==> src/rtl/pt_pkg.sv <==
// Shared types and constants for the Pan-Tompkins decision stage.
package pt_pkg;

    typedef enum logic [1:0] {
        S_INIT = 2'd0,
        S_RUN  = 2'd1,
        S_SB   = 2'd2
    } pt_state_e;

    // RR history depth and its log2
    localparam int unsigned RR_DEPTH      = 8;
    localparam int unsigned RR_DEPTH_LOG2 = 3;

    // Guard bits on RR arithmetic so the limits cannot overflow
    localparam int unsigned RR_GUARD = 3;

    // lo   = avg - avg/16
    // hi   = avg + avg/8 + avg/32
    // miss = avg + avg/2 + avg/8 + avg/32
    localparam int unsigned LO_SHIFT     = 4;
    localparam int unsigned HI_SHIFT_A   = 3;
    localparam int unsigned HI_SHIFT_B   = 5;
    localparam int unsigned MISS_SHIFT_A = 1;
    localparam int unsigned MISS_SHIFT_B = 3;
    localparam int unsigned MISS_SHIFT_C = 5;

endpackage

==> src/rtl/rr_averager.sv <==
// Eight-deep RR interval history with running sum; produces the average and
// the lo/hi/miss limits derived from the current (pre-push) average.
module rr_averager
    import pt_pkg::*;
#(
    parameter int unsigned RR_W    = 12,
    parameter int unsigned RR_INIT = 160
) (
    input  logic                     clk,
    input  logic                     rst,
    input  logic                     push,
    input  logic [RR_W-1:0]          rr,
    output logic [RR_W-1:0]          rr_avg,
    output logic [RR_W+RR_GUARD-1:0] rr_lo_c,
    output logic [RR_W+RR_GUARD-1:0] rr_hi_c,
    output logic [RR_W+RR_GUARD-1:0] rr_miss_c
);

    localparam int unsigned SUM_W = RR_W + RR_GUARD;

    logic [RR_W-1:0]  hist [RR_DEPTH];
    logic [SUM_W-1:0] sum_q;
    logic [SUM_W-1:0] sum_d;
    logic [SUM_W-1:0] avg_x;

    // Running sum: drop the oldest slot, add the new interval
    assign sum_d = sum_q - SUM_W'(hist[RR_DEPTH-1]) + SUM_W'(rr);

    // History shift register, sum and registered average
    always_ff @(posedge clk or posedge rst) begin
        if (rst) begin
            for (int i = 0; i < RR_DEPTH; i++) begin
                hist[i] <= RR_W'(RR_INIT);
            end
            sum_q  <= SUM_W'(RR_INIT * RR_DEPTH);
            rr_avg <= RR_W'(RR_INIT);
        end else if (push) begin
            hist[0] <= rr;
            for (int i = 1; i < RR_DEPTH; i++) begin
                hist[i] <= hist[i-1];
            end
            sum_q  <= sum_d;
            rr_avg <= RR_W'(sum_d >> RR_DEPTH_LOG2);
        end
    end

    // Acceptance and searchback limits from the current average
    always_comb begin
        avg_x     = SUM_W'(rr_avg);
        rr_lo_c   = avg_x - (avg_x >> LO_SHIFT);
        rr_hi_c   = avg_x + (avg_x >> HI_SHIFT_A) + (avg_x >> HI_SHIFT_B);
        rr_miss_c = avg_x + (avg_x >> MISS_SHIFT_A) + (avg_x >> MISS_SHIFT_B)
                  + (avg_x >> MISS_SHIFT_C);
    end

endmodule

==> src/rtl/qrs_peak_classifier.sv <==
// Pan-Tompkins decision stage: learning phase, peak classification against
// adaptive thresholds, RR bookkeeping, refractory blanking and searchback.
// Build option: define QRS_SEARCHBACK_EN to include candidate tracking and
// the S_SB recovery state; without it missed beats are not recovered.
module qrs_peak_classifier
    import pt_pkg::*;
#(
    parameter int unsigned DATA_WIDTH = 16,
    parameter int unsigned RR_W       = 12,
    parameter int unsigned INIT_LOG2  = 3,
    parameter int unsigned REFRACT    = 40,
    parameter int unsigned RR_INIT    = 160
) (
    input  logic                         clk,
    input  logic                         rst,
    input  logic                         en,
    input  logic                         peak_valid,
    input  logic signed [DATA_WIDTH-1:0] peak_i,
    input  logic signed [DATA_WIDTH-1:0] peak_f,
    input  logic signed [DATA_WIDTH-1:0] thri_1,
    input  logic signed [DATA_WIDTH-1:0] thri_2,
    input  logic signed [DATA_WIDTH-1:0] thrf_1,
    input  logic signed [DATA_WIDTH-1:0] thrf_2,
    output logic signed [DATA_WIDTH-1:0] peak_i_o,
    output logic signed [DATA_WIDTH-1:0] peak_f_o,
    output logic signed [DATA_WIDTH-1:0] peak_i_sb,
    output logic signed [DATA_WIDTH-1:0] peak_f_sb,
    output logic signed [DATA_WIDTH-1:0] peak_i_max,
    output logic signed [DATA_WIDTH-1:0] peak_i_mean,
    output logic signed [DATA_WIDTH-1:0] peak_f_max,
    output logic signed [DATA_WIDTH-1:0] peak_f_mean,
    output logic                         init,
    output logic                         npu,
    output logic                         spu,
    output logic                         flag,
    output logic                         peak_selector,
    output logic [RR_W-1:0]              rr_avg
);

    localparam int unsigned SUM_W = DATA_WIDTH + INIT_LOG2;
    localparam int unsigned LIM_W = RR_W + RR_GUARD;

    pt_state_e                   state_q, state_d;
    logic [INIT_LOG2-1:0]        cnt_q, cnt_d;
    logic signed [SUM_W-1:0]     sum_i_q, sum_i_d, sum_f_q, sum_f_d;
    logic signed [DATA_WIDTH-1:0] max_i_q, max_i_d, max_f_q, max_f_d;
    logic [RR_W-1:0]             since_q, since_d, since_inc_c;

    logic signed [DATA_WIDTH-1:0] peak_i_o_d, peak_f_o_d;
    logic signed [DATA_WIDTH-1:0] peak_i_max_d, peak_i_mean_d;
    logic signed [DATA_WIDTH-1:0] peak_f_max_d, peak_f_mean_d;
    logic                         init_d, npu_d, spu_d, flag_d;

    logic                         qual_c;
    logic                         rr_push_c;
    logic [RR_W-1:0]              rr_val_c;
    logic [LIM_W-1:0]             rr_ext_c;
    logic [LIM_W-1:0]             rr_lo_c, rr_hi_c, rr_miss_c;
    logic                         rr_flag_c;

`ifdef QRS_SEARCHBACK_EN
    logic                         cand_q, cand_d;
    logic signed [DATA_WIDTH-1:0] sb_i_d, sb_f_d;
    logic [RR_W-1:0]              sb_pos_q, sb_pos_d;
    logic                         sel_d;
`else
    logic                         unused_sb_c;
`endif

    assign qual_c      = en & peak_valid;
    assign since_inc_c = (&since_q) ? since_q : since_q + RR_W'(1);

    // RR for the current spu: searchback position in S_SB, else the live count
`ifdef QRS_SEARCHBACK_EN
    assign rr_val_c = (state_q == S_SB) ? sb_pos_q : since_q;
`else
    assign rr_val_c    = since_q;
    assign unused_sb_c = ^{thri_2, thrf_2, rr_miss_c};
`endif

    // Irregular-RR flag against the limits of the pre-push average
    assign rr_ext_c  = LIM_W'(rr_val_c);
    assign rr_flag_c = (rr_ext_c < rr_lo_c) | (rr_ext_c > rr_hi_c);

    rr_averager #(
        .RR_W    (RR_W),
        .RR_INIT (RR_INIT)
    ) u_rr_averager (
        .clk       (clk),
        .rst       (rst),
        .push      (rr_push_c),
        .rr        (rr_val_c),
        .rr_avg    (rr_avg),
        .rr_lo_c   (rr_lo_c),
        .rr_hi_c   (rr_hi_c),
        .rr_miss_c (rr_miss_c)
    );

    // Next-state and next-output logic
    always_comb begin
        state_d       = state_q;
        cnt_d         = cnt_q;
        sum_i_d       = sum_i_q;
        sum_f_d       = sum_f_q;
        max_i_d       = max_i_q;
        max_f_d       = max_f_q;
        since_d       = since_q;
        peak_i_o_d    = peak_i_o;
        peak_f_o_d    = peak_f_o;
        peak_i_max_d  = peak_i_max;
        peak_i_mean_d = peak_i_mean;
        peak_f_max_d  = peak_f_max;
        peak_f_mean_d = peak_f_mean;
        init_d        = 1'b0;
        npu_d         = 1'b0;
        spu_d         = 1'b0;
        flag_d        = 1'b0;
        rr_push_c     = 1'b0;
`ifdef QRS_SEARCHBACK_EN
        cand_d        = cand_q;
        sb_i_d        = peak_i_sb;
        sb_f_d        = peak_f_sb;
        sb_pos_d      = sb_pos_q;
        sel_d         = 1'b0;
`endif

        case (state_q)
            S_INIT: begin
                if (qual_c) begin
                    peak_i_o_d = peak_i;
                    peak_f_o_d = peak_f;
                    sum_i_d    = sum_i_q + SUM_W'(peak_i);
                    sum_f_d    = sum_f_q + SUM_W'(peak_f);
                    if ((cnt_q == '0) || (peak_i > max_i_q)) max_i_d = peak_i;
                    if ((cnt_q == '0) || (peak_f > max_f_q)) max_f_d = peak_f;
                    cnt_d = cnt_q + INIT_LOG2'(1);
                    if (cnt_q == '1) begin
                        init_d        = 1'b1;
                        peak_i_max_d  = max_i_d;
                        peak_f_max_d  = max_f_d;
                        peak_i_mean_d = DATA_WIDTH'(sum_i_d >>> INIT_LOG2);
                        peak_f_mean_d = DATA_WIDTH'(sum_f_d >>> INIT_LOG2);
                        sum_i_d       = '0;
                        sum_f_d       = '0;
                        since_d       = '0;
                        state_d       = S_RUN;
                    end
                end
            end

            S_RUN: begin
                if (en) since_d = since_inc_c;
                if (qual_c) begin
                    peak_i_o_d = peak_i;
                    peak_f_o_d = peak_f;
                    if (since_q < RR_W'(REFRACT)) begin
                        npu_d = 1'b1;
                    end else if ((peak_i > thri_1) && (peak_f > thrf_1)) begin
                        spu_d     = 1'b1;
                        flag_d    = rr_flag_c;
                        rr_push_c = 1'b1;
                        since_d   = '0;
`ifdef QRS_SEARCHBACK_EN
                        cand_d    = 1'b0;
`endif
                    end else begin
                        npu_d = 1'b1;
`ifdef QRS_SEARCHBACK_EN
                        if ((peak_i > thri_2) && (peak_f > thrf_2) &&
                            (!cand_q || (peak_i > peak_i_sb))) begin
                            cand_d   = 1'b1;
                            sb_i_d   = peak_i;
                            sb_f_d   = peak_f;
                            sb_pos_d = since_q;
                        end
`endif
                    end
                end
`ifdef QRS_SEARCHBACK_EN
                // Miss limit reached with a candidate: hold the count for recovery
                else if (en && cand_q && (LIM_W'(since_q) >= rr_miss_c)) begin
                    since_d = since_q;
                    state_d = S_SB;
                end
`endif
            end

`ifdef QRS_SEARCHBACK_EN
            S_SB: begin
                spu_d      = 1'b1;
                sel_d      = 1'b1;
                flag_d     = rr_flag_c;
                rr_push_c  = 1'b1;
                peak_i_o_d = peak_i_sb;
                peak_f_o_d = peak_f_sb;
                since_d    = since_q - sb_pos_q;
                cand_d     = 1'b0;
                state_d    = S_RUN;
            end
`endif

            default: state_d = S_INIT;
        endcase
    end

    // State, learning datapath and registered outputs
    always_ff @(posedge clk or posedge rst) begin
        if (rst) begin
            state_q     <= S_INIT;
            cnt_q       <= '0;
            sum_i_q     <= '0;
            sum_f_q     <= '0;
            max_i_q     <= '0;
            max_f_q     <= '0;
            since_q     <= '0;
            peak_i_o    <= '0;
            peak_f_o    <= '0;
            peak_i_max  <= '0;
            peak_i_mean <= '0;
            peak_f_max  <= '0;
            peak_f_mean <= '0;
            init        <= 1'b0;
            npu         <= 1'b0;
            spu         <= 1'b0;
            flag        <= 1'b0;
        end else begin
            state_q     <= state_d;
            cnt_q       <= cnt_d;
            sum_i_q     <= sum_i_d;
            sum_f_q     <= sum_f_d;
            max_i_q     <= max_i_d;
            max_f_q     <= max_f_d;
            since_q     <= since_d;
            peak_i_o    <= peak_i_o_d;
            peak_f_o    <= peak_f_o_d;
            peak_i_max  <= peak_i_max_d;
            peak_i_mean <= peak_i_mean_d;
            peak_f_max  <= peak_f_max_d;
            peak_f_mean <= peak_f_mean_d;
            init        <= init_d;
            npu         <= npu_d;
            spu         <= spu_d;
            flag        <= flag_d;
        end
    end

`ifdef QRS_SEARCHBACK_EN
    // Searchback candidate and selector registers
    always_ff @(posedge clk or posedge rst) begin
        if (rst) begin
            cand_q        <= 1'b0;
            sb_pos_q      <= '0;
            peak_i_sb     <= '0;
            peak_f_sb     <= '0;
            peak_selector <= 1'b0;
        end else begin
            cand_q        <= cand_d;
            sb_pos_q      <= sb_pos_d;
            peak_i_sb     <= sb_i_d;
            peak_f_sb     <= sb_f_d;
            peak_selector <= sel_d;
        end
    end
`else
    assign peak_i_sb     = '0;
    assign peak_f_sb     = '0;
    assign peak_selector = 1'b0;
`endif

endmodule

==> config.mk <==
export PLATFORM = sky130hd
export DESIGN_NAME = qrs_peak_classifier
export DESIGN_NICKNAME = d
export VERILOG_FILES = /design/src/rtl/pt_pkg.sv /design/src/rtl/rr_averager.sv /design/src/rtl/qrs_peak_classifier.sv
export SDC_FILE = /design/constraint.sdc
export NUM_CORES = 1
export LEC_CHECK = 0
export CAP_MARGIN = 25
export CORE_MARGIN = 2
export CORE_UTILIZATION = 30
export CTS_CLUSTER_DIAMETER = 150
export DETAILED_ROUTE_END_ITERATION = 16
export PLACE_DENSITY_LB_ADDON = 0.3
export SYNTH_ARGS = -nofsm -noshare
export SYNTH_HDL_FRONTEND = slang
export SYNTH_SLANG_ARGS = --single-unit
==> constraint.sdc <==
create_clock -name clk -period 12.93 [get_ports clk]
set_input_delay 1.293 -clock clk [delete_from_list [all_inputs] [get_ports clk]]
set_output_delay 1.293 -clock clk [all_outputs]
set_load 0.1 [all_outputs]
==> results of run 1 <==
cells in the mapped netlist (8+ instances only):
cell,instances
xnor2_1,53
or3_1,8
nand3_1,54
buf_2,11
o211ai_1,25
mux2i_1,20
nor2b_1,17
xor2_1,17
fa_1,17
nand2b_1,14
dfstp_2,18
a21oi_1,111
inv_1,159
clkbuf_1,37
a21o_1,28
a22o_1,27
dfrtp_1,279
o21bai_1,10
nand4_1,21
ha_1,173
nor3_1,16
o21a_1,20
mux2_2,128
buf_4,49
nor2_1,53
mux2_1,12
nand2_1,241
o21ai_0,102
cell type report:
class | count | area share [%]
Multi-Input combinational cell | 1275 | 43.1
Sequential cell | 297 | 34.3
Timing Repair Buffer | 204 | 9.49
Clock buffer | 57 | 5.26
Tap cell | 773 | 4.44
Inverter | 160 | 2.79
Clock inverter | 11 | 0.661
through the flow:
| stage | total power [mW] | instances | utilization (%) |
|---|---|---|---|
| floorplan | 4.33 | 1837 | - |
| global placement | 5.08 | 2702 | 34.5 |
| detailed placement | 5.17 | 2708 | 34.6 |
| CTS | 6.30 | 2776 | 36.8 |
| global route | 6.73 | 2777 | 36.9 |
| finish | 6.24 | 2777 | 36.9 |
worst max-delay path, delay by kind of cell:
family	cells	cell delay (ns)
buffers and inverters	5	1.90
and+or+nand+nor	1	0.19
adders and majority gates	1	0.31
muxes	1	0.42
AOI/OAI and AO/OA	4	1.93
routing by layer:
metal  share of wire [%]  up-vias
met5                   0        -
met4                 2.8        0
met3                 5.1       78
met2                  46      289
met1                  46     6562
li1                    -     6540
state kept, by name (all words and copies together), names as in the netlist, 3 cells and up:
| name | count |
|---|---|
| cnt_q | 3 |
| max_f_q | 16 |
| max_i_q | 16 |
| peak_f_max | 16 |
| peak_f_mean | 16 |
| peak_f_o | 16 |
| peak_i_max | 16 |
| peak_i_mean | 16 |
| peak_i_o | 16 |
| rr_val_c | 12 |
| sum_f_q | 19 |
| sum_i_q | 19 |
| u_rr_averager.hist | 96 |
| u_rr_averager.sum_q | 15 |
cells in the final DEF (no fill, tap or decap), types with 17 or more instances in the layout:
cell type / count
nand3_1: 54
clkbuf_16: 39
buf_4: 18
a21o_1: 28
nor2b_1: 17
nand4_1: 21
a21oi_1: 111
dfstp_2: 18
xnor2_1: 53
nor2_1: 52
o211ai_1: 25
a22o_1: 27
mux2_2: 128
ha_1: 173
nand2_1: 239
fa_1: 17
dfrtp_1: 279
conb_1: 33
inv_1: 158
mux2i_1: 19
o21a_1: 20
clkdlybuf4s50_1: 179
o21ai_0: 102
xor2_1: 17
cell families after synthesis:
logic type,share of synthesized area [%]
flip-flops,41.7
buffers and inverters,6.77
adder cells (fa/ha/maj),14.0
multiplexers,9.93
other,0.0210
AND/OR/NAND/NOR,11.3
AO/OA/AOI/OAI,12.9
XOR/XNOR,3.43
final timing paths:
kind	endpoint	slack, ns	depth (start not counted)
setup reg to reg	u_rr_averager.hist[25]	8.02	9
setup / recovery	u_rr_averager.hist[25]	7.23	12
hold reg to reg	peak_i_o[12]	0.47	2
max in group asynchronous	sum_i_q[18]	10.07	4
min in group asynchronous	u_rr_averager.hist[54]	1.30	2
hold / removal	peak_i_o[12]	0.47	2
power breakdown:
| part | internal, mW | switching [mW] | total (mW) |
|---|---|---|---|
| logic | 1.34 | 2.37 | 3.71 |
| clock network | 0.671 | 0.415 | 1.09 |
| registers | 1.21 | 0.239 | 1.44 |
| total | 3.22 | 3.03 | 6.24 |
==> impl_metrics.json, run 1 <==
{
  "post_cts_buffers": 0,
  "multiInputGateArea_mm2": 0.00938,
  "die_area_mm2": 0.0616,
  "worstMarginPinSlew_ns": 1.08,
  "syn2layout_area_growth_pct": 21.6,
  "synth_seq_cells": 297,
  "drv_cap": 0,
  "worst-setup-path-type": "in2reg",
  "async_flop_share_pct": 100,
  "grt_use_total_pct": 15.3,
  "arrival_ns": 6.11,
  "drt-initial-drc-count": 632,
  "p_leak_nw": 10.2,
  "synth_edf_count": 0,
  "crit_top_cell": "buf_4",
  "clk_latency_ns": 0.55,
  "worstPathRequired_ns": 13.35,
  "startpoint_type": "primary input",
  "root_buffer": "clkbuf_16",
  "diodes": 0,
  "grt_start_max_net_pins": 108,
  "max_slew_margin_pct": 27.6,
  "layout-drive-gt1-share_pct": 12.4,
  "path_clk_slew_ns": 0.05,
  "setup_violations": 0,
  "yosysTopAreaCell": "dfrtp_1",
  "path_cells": "clkdlybuf4s50_1, buf_4, ha_1, inv_1, a32oi_1, o31ai_1, a41oi_1, o211ai_1, nor2_4, buf_4, buf_4, mux2_2",
  "fin_tns_setup_ns": 0,
  "ant_nets": 0,
  "first_global_vias": 13634,
  "seqCellArea_mm2": 0.00745,
  "cts_tree": "yes",
  "rsz0062_at_grt": "no",
  "die_h_um": 248,
  "cp_slowest_cell": "buf_4",
  "fillerInstances": 5890,
  "ys_seq_area_share_pct": 41.7,
  "dp_hpwl_um": 34300,
  "drtPass1Iterations": 4,
  "drt_wl_total_um": 47400,
  "nets": 2266,
  "worst_slack_ns": 7.23,
  "grt_busiest_layer": "met2",
  "max_freq_ghz": 0.175,
  "min_from": "peak_i_o[12]",
  "drc": 0,
  "numClockSinks": 297,
  "ys.warnings.count": 0,
  "gp_congestion": 0.833,
  "synth_area_leaders": "dfrtp_1 (39%), ha_1 (12%), mux2_2 (8.1%), nand2_1 (5.1%), inv_1 (3.3%)",
  "antenna_found_initial": 0,
  "fin_crit_ns": 5.70,
  "cpPeakStageDelay_ns": 0.76,
  "worstReg2RegStart": "rr_val_c[3]",
  "crit_path_start": "peak_i[15]",
  "cts_hold_buf": 0,
  "start_util_pct": 30.3,
  "vias": 13469,
  "synth_area_mm2": 0.0179,
  "final_max_slew_viol_count": 0,
  "vdd_drop_max_v": 0.000156,
  "netlist.area_leader.share_pct": 39.0,
  "final_cell_area_mm2": 0.0218,
  "placed_cell_area_mm2": 0.0204,
  "grt_pass1_wl_um": 74500,
  "clockBufferDepth": 3,
  "syn_inst": 1805,
  "grt_overflow": 0,
  "wl_per_cell_um": 17.1,
  "grt_use_met1_pct": 20.4,
  "core_mm2": 0.0590,
  "dpl_worst_slack_ns": 6.61,
  "cts-resized-gates": 0,
  "htreeDepth": 2,
  "die_w_um": 248,
  "portBuffers": 179,
  "avgSynthCellArea_um2": 9.91,
  "globalRouteMet2Util_pct": 24.8,
  "cts_buffers": 38,
  "worst_setup_path_end_kind": "flip-flop",
  "ys_types": 66,
  "p_per_area_mw_per_mm2": 287,
  "hold_path.class": "reg2reg",
  "synth_ff_type": "dfrtp_1",
  "critPathMaxFanout": 73,
  "finalHoldViolations": 0,
  "io_pins": 245,
  "viasPerCell": 4.85,
  "use_met3_pct": 2.98,
  "hold-worst-slack_ns": 0.470,
  "finalClockSkew_ns": 0.0306,
  "num_rows": 89,
  "status": "finished, final reports clean",
  "period_share_pct": 44.1
}
Power figures use the tool's default switching activity.
==> run 2, diff against run 1 <==
==> constraint.sdc (replaced) <==
create_clock -name clk -period 5.1 [get_ports clk]
set_input_delay 0.51 -clock clk [delete_from_list [all_inputs] [get_ports clk]]
set_output_delay 0.51 -clock clk [all_outputs]
set_load 0.1 [all_outputs]
==> impl_metrics.json, run 2 (synthesis gave the netlist of run 1 again) <==
{
  "status": "finished, final reports clean",
  "p_per_area_mw_per_mm2": 719,
  "fin_tns_setup_ns": 0,
  "hold_path.class": "in2async",
  "core_mm2": 0.0590,
  "cts_tree": "yes",
  "gp_congestion": 0.856,
  "portBuffers": 179,
  "grt_start_max_net_pins": 178,
  "final_max_slew_viol_count": 0,
  "cp_slowest_cell": "dfrtp_1",
  "grt_use_total_pct": 15.8,
  "wl_per_cell_um": 17.4,
  "first_global_vias": 13754,
  "largest_register_ffs": 96,
  "post_cts_buffers": 0,
  "start_util_pct": 30.3,
  "vias": 13599,
  "syn2layout_area_growth_pct": 22.5,
  "arrival_ns": 4.50,
  "finalClockSkew_ns": 0.0196,
  "htreeDepth": 2,
  "antenna_found_initial": 0,
  "worstMarginPinSlew_ns": 1.13,
  "root_buffer": "clkbuf_16",
  "period_share_pct": 80.5,
  "path_clk_slew_ns": 0.06,
  "max_freq_ghz": 0.244,
  "grt_overflow": 0,
  "drc": 0,
  "clk_latency_ns": 0.55,
  "drt_wl_total_um": 48900,
  "cts-resized-gates": 0,
  "worst-setup-path-type": "reg2reg",
  "fin_crit_ns": 4.11,
  "fin_util_pct": 37.2,
  "diodes": 0,
  "grt_pass1_wl_um": 76500,
  "crit_path_start": "u_rr_averager.sum_q[7]",
  "num_rows": 89,
  "viasPerCell": 4.85,
  "final_common_cell": "dfrtp_1",
  "ff2ff_path_depth": 20,
  "finalHoldViolations": 0,
  "layout-drive-gt1-share_pct": 13.5,
  "drtPass1Iterations": 5,
  "vdd_drop_max_v": 0.000432,
  "worstReg2RegStart": "u_rr_averager.sum_q[7]",
  "worst_setup_path_end_kind": "flip-flop",
  "p_leak_nw": 10.3,
  "crit_top_cell": "xnor2_1",
  "setup_violations": 0,
  "startpoint_type": "flip-flop",
  "die_area_mm2": 0.0616,
  "nets": 2292,
  "reg_top3": "u_rr_averager.hist x96, sum_f_q x19, sum_i_q x19",
  "total_power_mw": 15.8,
  "numClockSinks": 297,
  "top_register": "u_rr_averager.hist",
  "crit_cells": 20,
  "cts_buffers": 36,
  "max_slew_margin_pct": 24.5,
  "critical_path.n_buffers_inverters": 1,
  "dp_hpwl_um": 35700,
  "rsz0062_at_grt": "no",
  "final_cell_mix": "dfrtp_1 (279), nand2_1 (239), clkdlybuf4s50_1 (179)",
  "critPathTopFamily": "compound AO/OA/AOI/OAI gates",
  "die_w_um": 248,
  "critPathMaxFanout": 6,
  "ant_nets": 0,
  "io_pins": 245,
  "path_cells": "inv_1, fa_1, nor2b_1, o21a_1, nor2_1, xnor2_1, ha_1, a21oi_1, o21ai_0, a21o_1, a21o_1, nand3_1, xnor2_1, xnor2_1, ha_1, nand4_1, nor3_1, a21oi_1, o2111ai_1, a21boi_0",
  "drt-initial-drc-count": 584,
  "drv_cap": 0,
  "worstPathRequired_ns": 5.49,
  "cts_hold_buf": 0,
  "clockBufferDepth": 3,
  "cpPeakStageDelay_ns": 0.50,
  "die_h_um": 248
}
[run 2: power breakdown]
part           switching [mW]  internal (mW)
clock                    1.07           1.56
sequential              0.603           3.06
combinational            6.05           3.44
[run 2: cell type report]
class	count	area, um^2
tap	773	967
timing repair buffer	232	2330
clock inverter	12	123
fill	5929	37100
sequential	297	7450
inverter	160	604
multi-input combinational	1275	9380
clock buffer	54	1070
[run 2: final timing paths]
check,endpoint,slack (ns)
worst max-delay path,flag,0.99
worst min-delay path,u_rr_averager.sum_q[2],0.37
worst max register to register,flag,0.99
worst min register to register,peak_i_mean[15],0.47
max in group asynchronous,peak_i_o[2],3.31
min in group clk,peak_i_mean[15],0.47
[run 2: per-stage QoR]
stage                     instances  instance area (um^2)  hold WS (ns)  setup slack [ns]
after floorplan                1837                 18000         0.443             0.660
after global placement         2732                 20600         0.457             0.970
after detailed placement       2737                 20700         0.462             0.984
after CTS                      2803                 21900         0.358             0.963
after global routing           2803                 21900         0.376             0.667
final                          2803                 21900         0.372             0.995
[run 2: layer usage]
metal  track usage [%]  vias up  wire length [um]
li1                  -     6563                 -
met1              21.1     6702             22300
met2              26.5      278             23300
met3              2.75       56              2310
met4              4.11        0               986
met5                 0        -                 0
==> RTL change (settings of run 1) <==
Add a define of `QRS_SEARCHBACK_EN`.
--- a/src/rtl/qrs_peak_classifier.sv
+++ b/src/rtl/qrs_peak_classifier.sv
@@ -2,6 +2,8 @@
 // adaptive thresholds, RR bookkeeping, refractory blanking and searchback.
 // Build option: define QRS_SEARCHBACK_EN to include candidate tracking and
 // the S_SB recovery state; without it missed beats are not recovered.
+`define QRS_SEARCHBACK_EN
+
 module qrs_peak_classifier
     import pt_pkg::*;
 #(
Function: no difference found for any inputs over 4 cycles, from zero or initial values and one cycle with rst high; that may be too few to reach the edited logic, so the function may still have changed.
==> RTL change against run 1 <==
  * Die area increased by 29%
  * Clock skew increased by 1.6 ps
  * First-iteration DRC count increased by 49%
  * Utilization increased by 0.21 points
  * Design area increased by 30%
  * Area after synthesis increased by 29%
  * Sequential cell count increased by 47
  * Critical path depth decreased by 1
  * Total power increased by 17%
  * Sequential power increased by 10%
  * Synthesized cell count increased by 31%
  * Clock power increased by 17%
  * Highest routed layer is now met5
  * Routed wire length increased by 44%
  * Largest power group unchanged
  * Setup slack got worse by 61 ps
==> RTL change: results (changes against run 1) <==
- Vias in the first global route: 19030 (+40%)
- Invs w/o clock: 247 (+54%)
- Multi-input combinational area share: 0.4646 (+0.03363)
- Area contributors post-synth: dfrtp_1 35%, ha_1 15%, mux2_2 6.1%
- Dpl hpwl: 50.62 mm (+47%)
- Global-route track usage on met1: 0.2241 (+0.02027)
- Largest net degree at the start of global routing: 80 (-26%)
- Mean Syn Cell Area: 9.777 µm² (-1.4%)
- Placed Area: 26600 µm² (+30%)
- Dpl cells: 3575 (+32%)
- Post-synth top cells: 326 x dfrtp_1, 270 x ha_1, 246 x inv_1
- Nets: 2991 (+32%)
- Met1 WL: 30.73 mm (+42%)
- Num CTS Buffers: 43 (+13%)
- Initial antenna violation count: 9 (+9)
- Bufs w/o clock: 275 (+35%)
- Pre-CTS WS: 6516 ps (-89.07 ps)
- Peak VDD IR: 188.2 µV (+21%)
- Top Metal Used: met5
- IO Port Bufs: 244 (+36%)
- Total number of vias: 18300 (+36%)
- Slew HR: 0.2681 (-0.007405)
- Outcome: completed
- TritonRoute pass-1 iters: 5 (+1)
- Total Routing Usage GR: 0.1719 (+0.01892)
- CP arrival: 6210 ps (+100 ps)
- LEAKAGE: 13.53 nW (+33%)
- Seq/total area: 0.3060 (-0.03664)
- Diodes inserted: 3 (+3)
- Met2 wire len: 31.75 mm (+44%)
- First-pass GRT wire length: 107.5 mm (+44%)
- Multi-Input Combinational: 1683 (+32%)
- Non-filler cells, final: 3659 (+32%)
## RTL change: changes by cell type after synthesis, moves of 13 or more
cell / run 1 / this run
a21o_1: 28 / 47
o21ai_0: 102 / 172
ha_1: 173 / 270
a21oi_1: 111 / 138
xor2_1: 17 / 33
inv_1: 159 / 246
dfrtp_1: 279 / 326
mux2i_1: 20 / 76
buf_4: 49 / 18
xnor2_1: 53 / 66
o211ai_1: 25 / 9
nand2_1: 241 / 194
nor2_1: 53 / 95
## RTL change: power by group through the flow
stage	Sequential [mW]	Clock, mW	Combinational (mW)
floorplan	2.42	0	2.55
global placement	1.60	0	4.31
detailed placement	1.61	0	4.42
CTS	1.59	1.32	4.45
global route	1.63	1.36	4.91
finish	1.59	1.28	4.46
## RTL change: final timing paths
check	endpoint	cells past startpoint	slack, ps	startpoint
max in group asynchronous	flag	5	10030	rst
min reg2reg	peak_i_max[2]	2	480	peak_i_max[2]
min in group asynchronous	peak_i_o[10]	2	1160	rst
max reg2reg	since_q[4]	25	7270	u_rr_averager.sum_q[4]
min	peak_i_max[2]	2	480	peak_i_max[2]
max	u_rr_averager.hist[1]	11	7170	peak_f[15]
## RTL change: critical path, cell delays in order
cell,delay (ps)
clkdlybuf4s50_1,700
ha_1,510
nand4_1,230
nor4_2,650
o21ai_0,240
and2_1,190
o211a_1,350
nand3_1,190
a21o_4,580
buf_4,790
mux2_2,410
## RTL change: cells by family after synthesis
kind of cell               Yosys count  share of synthesized area
AOI/OAI and AO/OA                  564                     0.1540
buffers and inverters              338                    0.06163
adders and majority gates          297                     0.1695
muxes                              215                     0.1008
DFF                                344                     0.3732
xor gates and xnor gates            99                    0.03750
and+or+nand+nor                    508                     0.1034
